### config.mk
export PLATFORM = sky130hd
export DESIGN_NAME = module_keypad_scanner
export DESIGN_NICKNAME = d
export VERILOG_FILES = /design/src/rtl/keypad_pkg.sv /design/src/rtl/module_row_encoder.sv /design/src/rtl/module_keypad_scanner.sv
export SDC_FILE = /design/constraint.sdc
export NUM_CORES = 1
export LEC_CHECK = 0
export CAP_MARGIN = 20
export CORE_UTILIZATION = 35
export CTS_BUF_LIST = sky130_fd_sc_hd__clkbuf_8
export DETAILED_ROUTE_END_ITERATION = 12
export GPL_TIMING_DRIVEN = 0
export PLACE_DENSITY = 0.66
export SLEW_MARGIN = 5
export SYNTH_ARGS = -nofsm -noshare
export SYNTH_HDL_FRONTEND = slang
export SYNTH_SLANG_ARGS = --single-unit
### constraint.sdc
create_clock -name clk -period 2.4 [get_ports clk]
set_input_delay 0.36 -clock clk [delete_from_list [all_inputs] [get_ports clk]]
set_output_delay 0.36 -clock clk [all_outputs]
set_load 0.02 [all_outputs]
### src/rtl/keypad_pkg.sv
// Shared types and constants for the keypad scanner and its row encoder.
package keypad_pkg;

  // Scanner FSM states; also exported on the debug state port.
  typedef enum logic [1:0] {
    ST_SCAN     = 2'd0,
    ST_DEBOUNCE = 2'd1,
    ST_PRESSED  = 2'd2,
    ST_RELEASE  = 2'd3
  } keypad_state_t;

  // Reported key: {row_idx[1:0], col_idx[1:0]}.
  typedef logic [3:0] key_code_t;

  // Active-low rows with nothing pressed.
  localparam logic [3:0] ROWS_IDLE = 4'b1111;

  // Active-low one-cold strobe for a column index.
  function automatic logic [3:0] col_strobe(input logic [1:0] col);
    col_strobe = ~(4'b0001 << col);
  endfunction

endpackage

### src/rtl/module_row_encoder.sv
// Priority encoder for active-low keypad rows; row 0 wins when several are low.
module module_row_encoder
  import keypad_pkg::*;
(
  input  logic [3:0] rows,
  output logic [1:0] row_idx,
  output logic       any_low
);

  // Pick the lowest-numbered low row and flag whether any row is low.
  always_comb begin
    row_idx = 2'd0;
    any_low = (rows != ROWS_IDLE);
    if (!rows[0])      row_idx = 2'd0;
    else if (!rows[1]) row_idx = 2'd1;
    else if (!rows[2]) row_idx = 2'd2;
    else if (!rows[3]) row_idx = 2'd3;
  end

endmodule

### src/rtl/module_keypad_scanner.sv
// 4x4 keypad scanner: strobes columns, debounces press and release, reports
// one key at a time (no rollover).
//
// Output handshake: key_valid is a one-cycle pulse with no ready/back-pressure.
// key_code is stable from the key_valid cycle until the next key_valid, and
// key_held stays high from the key_valid cycle until the release is accepted.
module module_keypad_scanner
  import keypad_pkg::*;
#(
  parameter int SCAN_TICKS     = 1000,
  parameter int DEBOUNCE_TICKS = 10000
) (
  input  logic          clk,
  input  logic          rst,
  input  logic [3:0]    sync_rows,
  output logic [3:0]    col_drive,
  output logic [3:0]    key_code,
  output logic          key_valid,
  output logic          key_held,
  output keypad_state_t dbg_state
);

  localparam int CNT_MAX = (SCAN_TICKS > DEBOUNCE_TICKS) ? SCAN_TICKS : DEBOUNCE_TICKS;
  localparam int CW      = $clog2(CNT_MAX + 1);

  // Terminal counts: scan samples on its last tick; debounce confirms after
  // DEBOUNCE_TICKS matches (giving DEBOUNCE_TICKS+1 cycles of latency);
  // release exits on the DEBOUNCE_TICKS-th consecutive idle cycle.
  localparam logic [CW-1:0] SCAN_LAST = CW'(SCAN_TICKS - 1);
  localparam logic [CW-1:0] DEB_LAST  = CW'(DEBOUNCE_TICKS);
  localparam logic [CW-1:0] REL_LAST  = CW'(DEBOUNCE_TICKS - 1);

  keypad_state_t state, state_n;
  logic [CW-1:0] cnt, cnt_n;
  logic [1:0]    col, col_n;
  logic [3:0]    pattern, pattern_n;
  key_code_t     code_q, code_n;
  logic          held_q, held_n;

  logic [1:0]    row_idx;
  logic          row_any;

  module_row_encoder u_row_encoder (
    .rows    (pattern),
    .row_idx (row_idx),
    .any_low (row_any)
  );

  // State and datapath registers; reset aborts any press in flight.
  always_ff @(posedge clk or posedge rst) begin
    if (rst) begin
      state   <= ST_SCAN;
      cnt     <= '0;
      col     <= 2'd0;
      pattern <= ROWS_IDLE;
      code_q  <= '0;
      held_q  <= 1'b0;
    end else begin
      state   <= state_n;
      cnt     <= cnt_n;
      col     <= col_n;
      pattern <= pattern_n;
      code_q  <= code_n;
      held_q  <= held_n;
    end
  end

  // Next-state and next-datapath logic for scan / debounce / press / release.
  always_comb begin
    state_n   = state;
    cnt_n     = cnt;
    col_n     = col;
    pattern_n = pattern;
    code_n    = code_q;
    held_n    = held_q;
    case (state)
      ST_SCAN: begin
        if (cnt == SCAN_LAST) begin
          cnt_n = '0;
          if (sync_rows == ROWS_IDLE) begin
            col_n = col + 2'd1;
          end else begin
            pattern_n = sync_rows;
            state_n   = ST_DEBOUNCE;
          end
        end else begin
          cnt_n = cnt + CW'(1);
        end
      end
      ST_DEBOUNCE: begin
        if (sync_rows != pattern) begin
          // Bounce: rescan the same column from the start.
          state_n   = ST_SCAN;
          cnt_n     = '0;
          pattern_n = ROWS_IDLE;
        end else if (cnt == DEB_LAST && row_any) begin
          // Load the report so it is already valid during ST_PRESSED.
          state_n = ST_PRESSED;
          cnt_n   = '0;
          code_n  = {row_idx, col};
          held_n  = 1'b1;
        end else if (cnt != DEB_LAST) begin
          cnt_n = cnt + CW'(1);
        end
      end
      ST_PRESSED: begin
        state_n = ST_RELEASE;
        cnt_n   = '0;
      end
      ST_RELEASE: begin
        // Column stays put so a second key on another column is ignored.
        if (sync_rows != ROWS_IDLE) begin
          cnt_n = '0;
        end else if (cnt == REL_LAST) begin
          state_n   = ST_SCAN;
          cnt_n     = '0;
          held_n    = 1'b0;
          col_n     = col + 2'd1;
          pattern_n = ROWS_IDLE;
        end else begin
          cnt_n = cnt + CW'(1);
        end
      end
      default: begin
        state_n = ST_SCAN;
        cnt_n   = '0;
      end
    endcase
  end

  assign col_drive = col_strobe(col);
  assign key_code  = code_q;
  assign key_valid = (state == ST_PRESSED);
  assign key_held  = held_q;
  assign dbg_state = state;

endmodule

==> flow_summary_export.csv, run 1 <==
group,metric,value,unit
route,drtIter0Drc,79,
run,drv_cap,0,
yosys,ys_ff_latch,27,
floorplan,die_x,71.1,um
critical_path,r2r_slack,0.23,ns
yosys,ys_types,47,
power_and_ir_drop,power.share.sequential,53.9,%
yosys,yosysWarnings,0,
timing,finalHoldViolations,0,
timing,period_share,90.3,%
global_routing,grt_pass1_vias,1149,
clock_network,clock_sinks,27,
layout,fill_cells,421,
clock_network,htree_num_levels,1,
status,status,"finished clean",
yosys,synth-edff-count,0,
layout,final_area,1980,um2
yosys,ys_seq_area_share,40.8,%
clock_network,cts_setup_buffers,0,
power_and_ir_drop,switching_share,31.7,%
layout,fin_nets,199,
yosys,synth_top_flop_cell,"dfrtp_1",
placed_design,place_inst,233,
timing,worstMarginPinSlew,0.393,ns
layout,antennaDiodeCount,0,
floorplan,die_height,71.1,um
global_routing,track_usage,13.2,%
clock_network,holdBufCountCts,0,
power_and_ir_drop,clkPwrFrac,24.0,%
layout,fin_cells,238,
floorplan,start_util,37.3,%
timing,max-slew-margin-rel,73.8,%
yosys,synth_area,1670,um2
timing,rsz0062_at_grt,"no",
clock_network,insertion_delay,0.27,ns
floorplan,core,4470,um2
clock_network,root_buffer,"clkbuf_8",
placed_design,portBuffers,17,
yosys,async_flop_share,100,%
global_routing,grt_pass1_wl,5310,um
route,vias,1229,
clock_network,cts_made_buffers,3,
clock_network,clk_pin_slew,0.10,ns
route,viasPerCell,5.16,
power_and_ir_drop,leakage,0.000846,uW
timing,period_needed,2.17,ns
route,drc,0,
critical_path,cp_max_fo,10,
power_and_ir_drop,powerDensity,552,nW/um2
critical_path,cp-end-kind,"flip-flop",
critical_path,critPathRequiredTime,2.57,ns
floorplan,ios,18,
clock_network,clock_path_buffers,2,
yosys,syn_nets,176,
critical_path,criticalPathCategory,"flip-flop to flip-flop",
timing,setup_viol,0,
clock_network,cts_resized,0,
yosys,avgSynthCellArea,10.2,um2
route,antenna_left,0,
clock_network,cts_tree,"yes",
timing,drv_slew,0,
power_and_ir_drop,p_int,746,uW
floorplan,num_rows,24,
power_and_ir_drop,vdd_drop_max,0.247,mV
yosys,synth_cells,164,
power_and_ir_drop,p_switching,346,uW
route,drt-wirelength-per-cell,12.8,um
layout,layout-drive-gt1-share,19.4,%
route,dr.pass1.iters,5,
global_routing,globalRouteOverflowTotal,0,
route,drt-total-wl,3040,um
critical_path,arrival,2.34,ns
timing,fmax,0.461,GHz
critical_path,startpoint_type,"flip-flop",
layout,syn_to_final_growth,18.4,%
timing,skew,0.00652,ns
timing,hold_slack,0.353,ns
floorplan,dieArea,5050,um2
global_routing,antenna_found_initial,0,
placed_design,place.gp.congestion,0.830,
power_and_ir_drop,comb_power_share,22.1,%
global_routing,grt_max_degree,28,
power_and_ir_drop,total_power,1090,uW
hold_path,hp-class,"input port to asynchronous set/reset pin",
placed_design,place_area,1900,um2
placed_design,dp_hpwl,2170,um
==> cell usage after synthesis (3+ instances only) <==
cell | instances | area [um2]
dfrtp_1 | 23 | 576
inv_1 | 16 | 60.1
nor2_2 | 10 | 62.6
nor2_1 | 8 | 30.0
nand3_1 | 7 | 35.0
xnor2_1 | 7 | 61.3
ha_1 | 6 | 75.1
nand2_1 | 6 | 22.5
nand4_1 | 6 | 37.5
xor2_1 | 6 | 52.6
nor2b_1 | 5 | 31.3
nor3_1 | 5 | 25.0
o21ai_0 | 5 | 25.0
o22a_1 | 5 | 43.8
and3_1 | 4 | 25.0
dfstp_2 | 4 | 105
mux2_1 | 3 | 33.8
or3_1 | 3 | 18.8
==> placed cells by master, fill, tap and decap left out, types with 2 or more instances in the layout <==
cell             netlist  final
o21ai_1                2      2
nand3_1                7      7
nor2_1                 8      8
dfrtp_1               23     23
and2_2                 2      2
ha_1                   6      6
nand2b_1               2      2
o21ai_0                5      5
and3_1                 4      4
clkdlybuf4s50_1        0     17
or3_1                  3      3
mux2_1                 3      3
xnor2_1                7      7
xor2_1                 6      6
o22a_1                 5      5
buf_6                  2      2
and4_1                 2      2
nand2_1                6      6
a21o_1                 2      2
clkbuf_8               0      3
dfstp_2                4      4
nor2b_1                5      5
inv_1                 16     17
nor3_1                 5      5
nand4_1                6      6
nor2_2                10     10
==> critical path: stages, from the launching register on <==
cell and delay (ns):
dfrtp_1 0.43, inv_1 0.11, ha_1 0.15, nand4bb_1 0.15, nor4_2 0.38, nand2_2 0.13, a221oi_4 0.45, buf_8 0.21
nor2_2 0.05
==> sequential cells by signal (all words and copies together) (netlist names), named ones only <==
name	flops
col	2
cnt	14
key_code	4
pattern	4
key_held	1
dbg_state	1
==> kinds of logic (layout without fill, tap and decap cells) <==
family,Yosys count,count (layout),share of synthesized area [%]
AOI/OAI and AO/OA,21,21,11.5
buffers and inverters,22,44,6.67
adders and majority gates,6,6,4.50
muxes,4,4,2.62
xor gates and xnor gates,13,13,6.82
and+or+nand+nor,71,71,27.1
DFF,27,27,40.8
==> power by group through the flow <==
stage          sequential [uW]  combinational, uW  clock, uW
2_1_floorplan              574                197          0
3_3_place_gp               592                231          0
3_5_place_dp               593                237          0
4_1_cts                    585                238        272
5_1_grt                    597                275        300
6_report                   588                241        262
==> layout make-up <==
| type | instances | area [um2] | share of cell area (%) |
|---|---|---|---|
| multi-input combinational | 115 | 877 | 44.4 |
| sequential | 27 | 681 | 34.4 |
| timing repair buffer | 18 | 198 | 10.0 |
| tap | 52 | 65.1 | 3.29 |
| inverter | 16 | 60.1 | 3.04 |
| buffer | 6 | 51.3 | 2.59 |
| clock buffer | 3 | 41.3 | 2.09 |
| clock inverter | 1 | 3.75 | 0.190 |
==> path summary, 6_finish.rpt <==
check | start | to | cells after the start
max | cnt[0]$_DFFE_PP0P_ | cnt[6]$_DFFE_PP0P_ | 8
min | rst | cnt[10]$_DFFE_PP0P_ | 2
max reg2reg | cnt[0]$_DFFE_PP0P_ | cnt[6]$_DFFE_PP0P_ | 8
min reg2reg | key_code[1]$_DFFE_PP0P_ | key_code[1]$_DFFE_PP0P_ | 1
max in group asynchronous | rst | pattern[1]$_DFFE_PP1P_ | 3
min in group clk | key_code[1]$_DFFE_PP0P_ | key_code[1]$_DFFE_PP0P_ | 1
==> metrics by stage <==
stage / utilization (%) / setup slack, ns / TNS [ns]
6_report: 44.2 / 0.233 / 0
5_1_grt: 44.2 / 0.0807 / 0
4_1_cts: 43.6 / 0.239 / 0
3_5_place_dp: 42.6 / -0.0594 / -0.108
3_3_place_gp: 42.6 / -0.0501 / -0.0921
2_1_floorplan: - / 0.333 / 0
==> routing by layer <==
| metal | GRT usage, % | wire length (um) | vias to the layer above |
|---|---|---|---|
| met3 | 1.85 | 84 | 2 |
| met2 | 18.9 | 1320 | 24 |
| li1 | - | - | 615 |
| met1 | 20.2 | 1610 | 588 |
| met5 | 0 | 0 | - |
| met4 | 4.67 | 29 | 0 |
Power figures use the tool's default switching activity.
==> run 2: changes to the inputs <==
Settings changed: PLACE_DENSITY 0.66 to 0.51.
==> flow_summary_export.csv, run 2 (same netlist as run 1, synthesis figures left out) <==
group,metric,value,unit
critical_path,startpoint_type,"input port",
clock_network,clock_sinks,27,
placed_design,dp_hpwl,2430,um
power_and_ir_drop,vdd_drop_max,0.255,mV
critical_path,criticalPathCategory,"input port to flip-flop",
clock_network,cts_setup_buffers,0,
layout,layout-drive-gt1-share,19.9,%
route,viasPerCell,5.15,
route,vias,1225,
floorplan,num_rows,24,
timing,setup_viol,0,
placed_design,place.gp.congestion,0.778,
clock_network,clock_path_buffers,2,
route,drc,0,
timing,skew,0.00258,ns
clock_network,cts_resized,0,
global_routing,grt_max_degree,28,
layout,fin_cells,238,
timing,finalHoldViolations,0,
layout,syn_to_final_growth,18.5,%
route,dr.pass1.iters,6,
placed_design,place_inst,233,
floorplan,core,4470,um2
clock_network,holdBufCountCts,0,
route,drt-total-wl,3210,um
layout,multi_input_area,877,um2
hold_path,hp-class,"input port to asynchronous set/reset pin",
critical_path,cp_max_fo,6,
timing,period_needed,2.19,ns
clock_network,insertion_delay,0.27,ns
layout,layout.cells.most_common,"dfrtp_1",
timing,drv_slew,0,
route,drt-wirelength-per-cell,13.5,um
floorplan,ios,18,
layout,fin_nets,199,
critical_path,arrival,2.36,ns
global_routing,grt_pass1_vias,1232,
clock_network,cts_made_buffers,3,
route,antenna_left,0,
floorplan,dieArea,5050,um2
timing,rsz0062_at_grt,"no",
timing,worstMarginPinSlew,0.408,ns
status,status,"finished clean",
layout,utilization,44.2,%
power_and_ir_drop,powerDensity,552,nW/um2
timing,fmax,0.457,GHz
floorplan,die_x,71.1,um
layout,seq_area,681,um2
global_routing,antenna_found_initial,0,
global_routing,grt_pass1_wl,5690,um
timing,max-slew-margin-rel,72.8,%
layout,largest_reg_flops,14,
layout,fill_cells,431,
clock_network,htree_num_levels,1,
timing,period_share,91.2,%
critical_path,cp-end-kind,"flip-flop",
floorplan,die_height,71.1,um
clock_network,root_buffer,"clkbuf_8",
floorplan,start_util,37.3,%
power_and_ir_drop,leakage,0.000844,uW
global_routing,track_usage,14.1,%
clock_network,clk_pin_slew,0.09,ns
global_routing,globalRouteOverflowTotal,0,
layout,antennaDiodeCount,0,
layout,largest_register,"cnt",
placed_design,portBuffers,17,
route,drtIter0Drc,28,
run,drv_cap,0,
clock_network,cts_tree,"yes",
critical_path,critPathRequiredTime,2.57,ns
layout,most-common-layout-cells,"dfrtp_1 (23), clkdlybuf4s50_1 (17), inv_1 (16)",
run 2: final timing paths:
path                                          from                      end  slack, ns  cells after the start
max                                   sync_rows[3]  key_code[0]$_DFFE_PP0P_       0.21                      7
min                                            rst      cnt[11]$_DFFE_PP0P_       0.30                      2
max reg2reg                     cnt[0]$_DFFE_PP0P_       cnt[5]$_DFFE_PP0P_       0.29                      8
min reg2reg                key_code[0]$_DFFE_PP0P_  key_code[0]$_DFFE_PP0P_       0.49                      1
max in group asynchronous                      rst   pattern[2]$_DFFE_PP1P_       1.62                      3
min in group clk           key_code[0]$_DFFE_PP0P_  key_code[0]$_DFFE_PP0P_       0.49                      1
run 2: metrics by stage:
| step | setup slack (ns) | setup TNS (ns) | total power (uW) | hold WS (ns) | area, um2 |
|---|---|---|---|---|---|
| finish | 0.210 | 0 | 1090 | 0.304 | 1980 |
| global placement | -0.0543 | -0.107 | 828 | 0.473 | 1900 |
| floorplan | 0.333 | 0 | 771 | 0.410 | 1670 |
| global route | 0.0732 | 0 | 1160 | 0.322 | 1980 |
| CTS | 0.198 | 0 | 1100 | 0.503 | 1950 |
| detailed placement | -0.101 | -0.198 | 835 | 0.479 | 1900 |
run 2: cell type report:
type | count | share of cell area, %
multi-input combinational | 115 | 44.3
sequential | 27 | 34.4
timing repair buffer | 18 | 9.99
tap | 52 | 3.29
inverter | 16 | 3.04
buffer | 6 | 2.59
clock buffer | 3 | 2.09
clock inverter | 1 | 0.253
run 2: worst max-delay path, cell delays in order:
cell             delay [ns]
clkdlybuf4s50_1        0.52
inv_1                  0.05
a222oi_1               0.43
and3_4                 0.31
and3_1                 0.16
buf_2                  0.18
mux2_1                 0.33
run 2: metal layers:
layer	track usage, %	up-vias	wire length, um
li1	-	614	-
met5	0	-	0
met3	1.99	6	61
met4	5.33	0	58
met1	19.4	591	1560
met2	22.8	14	1530
run 2: power breakdown:
| group | switching (uW) | internal [uW] |
|---|---|---|
| clock network | 145 | 116 |
| logic | 124 | 121 |
| registers | 75.8 | 511 |
| total | 345 | 748 |
==> run 3: changes to the inputs <==
Settings changed: CELL_PAD_IN_SITES_DETAIL_PLACEMENT set to 0, CELL_PAD_IN_SITES_GLOBAL_PLACEMENT set to 1, PLACE_DENSITY 0.51 to 0.62, TNS_END_PERCENT set to 1.
==> flow_summary_export.csv, run 3 (same netlist as run 1, synthesis figures left out) <==
group,metric,value,unit
critical_path,critPathLaunch,"sync_rows[3]",
floorplan,ios,18,
clock_network,clock_path_buffers,2,
status,violations,"DRC",
run,drv_cap,0,
clock_network,cts_tree,"yes",
hold_path,hp-class,"input port to asynchronous set/reset pin",
critical_path,crit_path_end,"key_code[1]$_DFFE_PP0P_",
power_and_ir_drop,vdd_drop_max,0.299,mV
timing,period_share,90.0,%
floorplan,dieArea,5050,um2
critical_path,arrival,2.33,ns
layout,layout-drive-gt1-share,19.4,%
placed_design,dp_hpwl,2430,um
clock_network,clk_pin_slew,0.10,ns
critical_path,rr_worst_depth,8,
route,drc,2,
route,vias,1213,
route,drt-total-wl,3240,um
route,viasPerCell,5.10,
global_routing,antenna_found_initial,0,
global_routing,grt_max_degree,28,
layout,most-common-layout-cells,"dfrtp_1 (23), inv_1 (17), clkdlybuf4s50_1 (17)",
clock_network,insertion_delay,0.28,ns
critical_path,reg2reg_from,"cnt[0]$_DFFE_PP0P_",
placed_design,portBuffers,17,
floorplan,core,4470,um2
route,drt-wirelength-per-cell,13.6,um
timing,max-slew-margin-rel,60.0,%
placed_design,place.gp.congestion,0.752,
route,antenna_left,0,
clock_network,cts_setup_buffers,0,
route,routed.top_layer,"met4",
layout,syn_to_final_growth,17.7,%
clock_network,htree_num_levels,1,
critical_path,cp_max_fo,6,
route,drtIter0Drc,66,
status,status,"finished with violations",
critical_path,criticalPathCategory,"input port to flip-flop",
timing,drv_slew,0,
global_routing,grt_pass1_wl,5680,um
floorplan,die_height,71.1,um
timing,hold_slack,0.438,ns
critical_path,r2r_slack,0.26,ns
clock_network,clock_sinks,27,
floorplan,die_x,71.1,um
layout,fill_cells,429,
critical_path,startpoint_type,"input port",
timing,period_needed,2.16,ns
route,wl_met2,1590,um
clock_network,holdBufCountCts,0,
floorplan,start_util,37.3,%
timing,setup_slack,0.241,ns
route,met3_length,78,um
route,dr.pass1.iters,10,
clock_network,cts_made_buffers,3,
clock_network,cts_resized,0,
timing,setup_viol,0,
layout,fin_nets,199,
placed_design,dp_slack,-0.0855,ns
global_routing,globalRouteOverflowTotal,0,
layout,layout.cells.most_common,"dfrtp_1",
timing,rsz0062_at_grt,"no",
timing,finalHoldViolations,0,
layout,largest_register,"cnt",
critical_path,critPathRequiredTime,2.57,ns
timing,skew,0.00549,ns
timing,fmax,0.463,GHz
route,met1_length,1530,um
critical_path,rr_endpoint,"cnt[13]$_DFFE_PP0P_",
timing,setup-tns-final,0,ns
critical_path,cp-end-kind,"flip-flop",
power_and_ir_drop,leakage,0.000840,uW
clock_network,root_buffer,"clkbuf_8",
power_and_ir_drop,powerDensity,554,nW/um2
layout,antennaDiodeCount,0,
global_routing,track_usage,14.2,%
global_routing,grt_pass1_vias,1200,
timing,worstMarginPinSlew,0.600,ns
layout,utilization,43.9,%
floorplan,num_rows,24,
layout,largest_reg_flops,14,
==> run 3: cell types whose count changed in the layout (fill, tap and decap cells not counted), sizes merged <==
cell and delta:
clkinv -1, inv +1
==> run 3: area by class of cell <==
class                      count  area, um2  share of cell area [%]
buffer                         6       51.3                    2.61
clock buffer                   3       41.3                    2.10
clock inverter                 1       3.75                   0.191
inverter                      16       60.1                    3.06
multi-input combinational    115        877                    44.6
sequential                    27        681                    34.6
tap                           52       65.1                    3.31
timing repair buffer          18        185                    9.43
==> run 3: through the flow <==
step                      instances  power, uW  instance area, um2
after CTS                       237       1100                1950
after global routing            238       1160                1960
after detailed placement        233        831                1900
after global placement          233        827                1900
final                           238       1090                1960
after floorplan                 164        771                1670
==> run 3: routing by layer <==
metal  GRT usage, %  vias to the layer above
met5              0                        -
met3           3.56                        4
li1               -                      610
met4           3.33                        0
met2           24.3                       19
met1           18.2                      580
==> run 3: worst min path at each step <==
| stage | from | to | slack (ns) | cells after the start |
|---|---|---|---|---|
| final | rst | cnt[5]$_DFFE_PP0P_ | 0.44 | 2 |
| after global routing | rst | cnt[8]$_DFFE_PP0P_ | 0.50 | 2 |
| after CTS | key_code[1]$_DFFE_PP0P_ | key_code[1]$_DFFE_PP0P_ | 0.51 | 1 |
| after detailed placement | key_code[3]$_DFFE_PP0P_ | key_code[3]$_DFFE_PP0P_ | 0.48 | 1 |
| after global placement | key_code[1]$_DFFE_PP0P_ | key_code[1]$_DFFE_PP0P_ | 0.47 | 1 |
| after floorplan | rst | asynchronous set/reset pin | 0.41 | 1 |
==> run 3: critical path, cell delays in order <==
cell             delay, ns
clkdlybuf4s50_1       0.51
inv_1                 0.05
a222oi_1              0.43
and3_4                0.31
and3_1                0.14
buf_2                 0.19
mux2_1                0.33
==> run 3: power by group <==
part           internal [uW]  switching [uW]  leakage, uW
clock network            115             148    0.0000269
logic                    118             122     0.000467
registers                511            75.7     0.000347
total                    744             345     0.000840
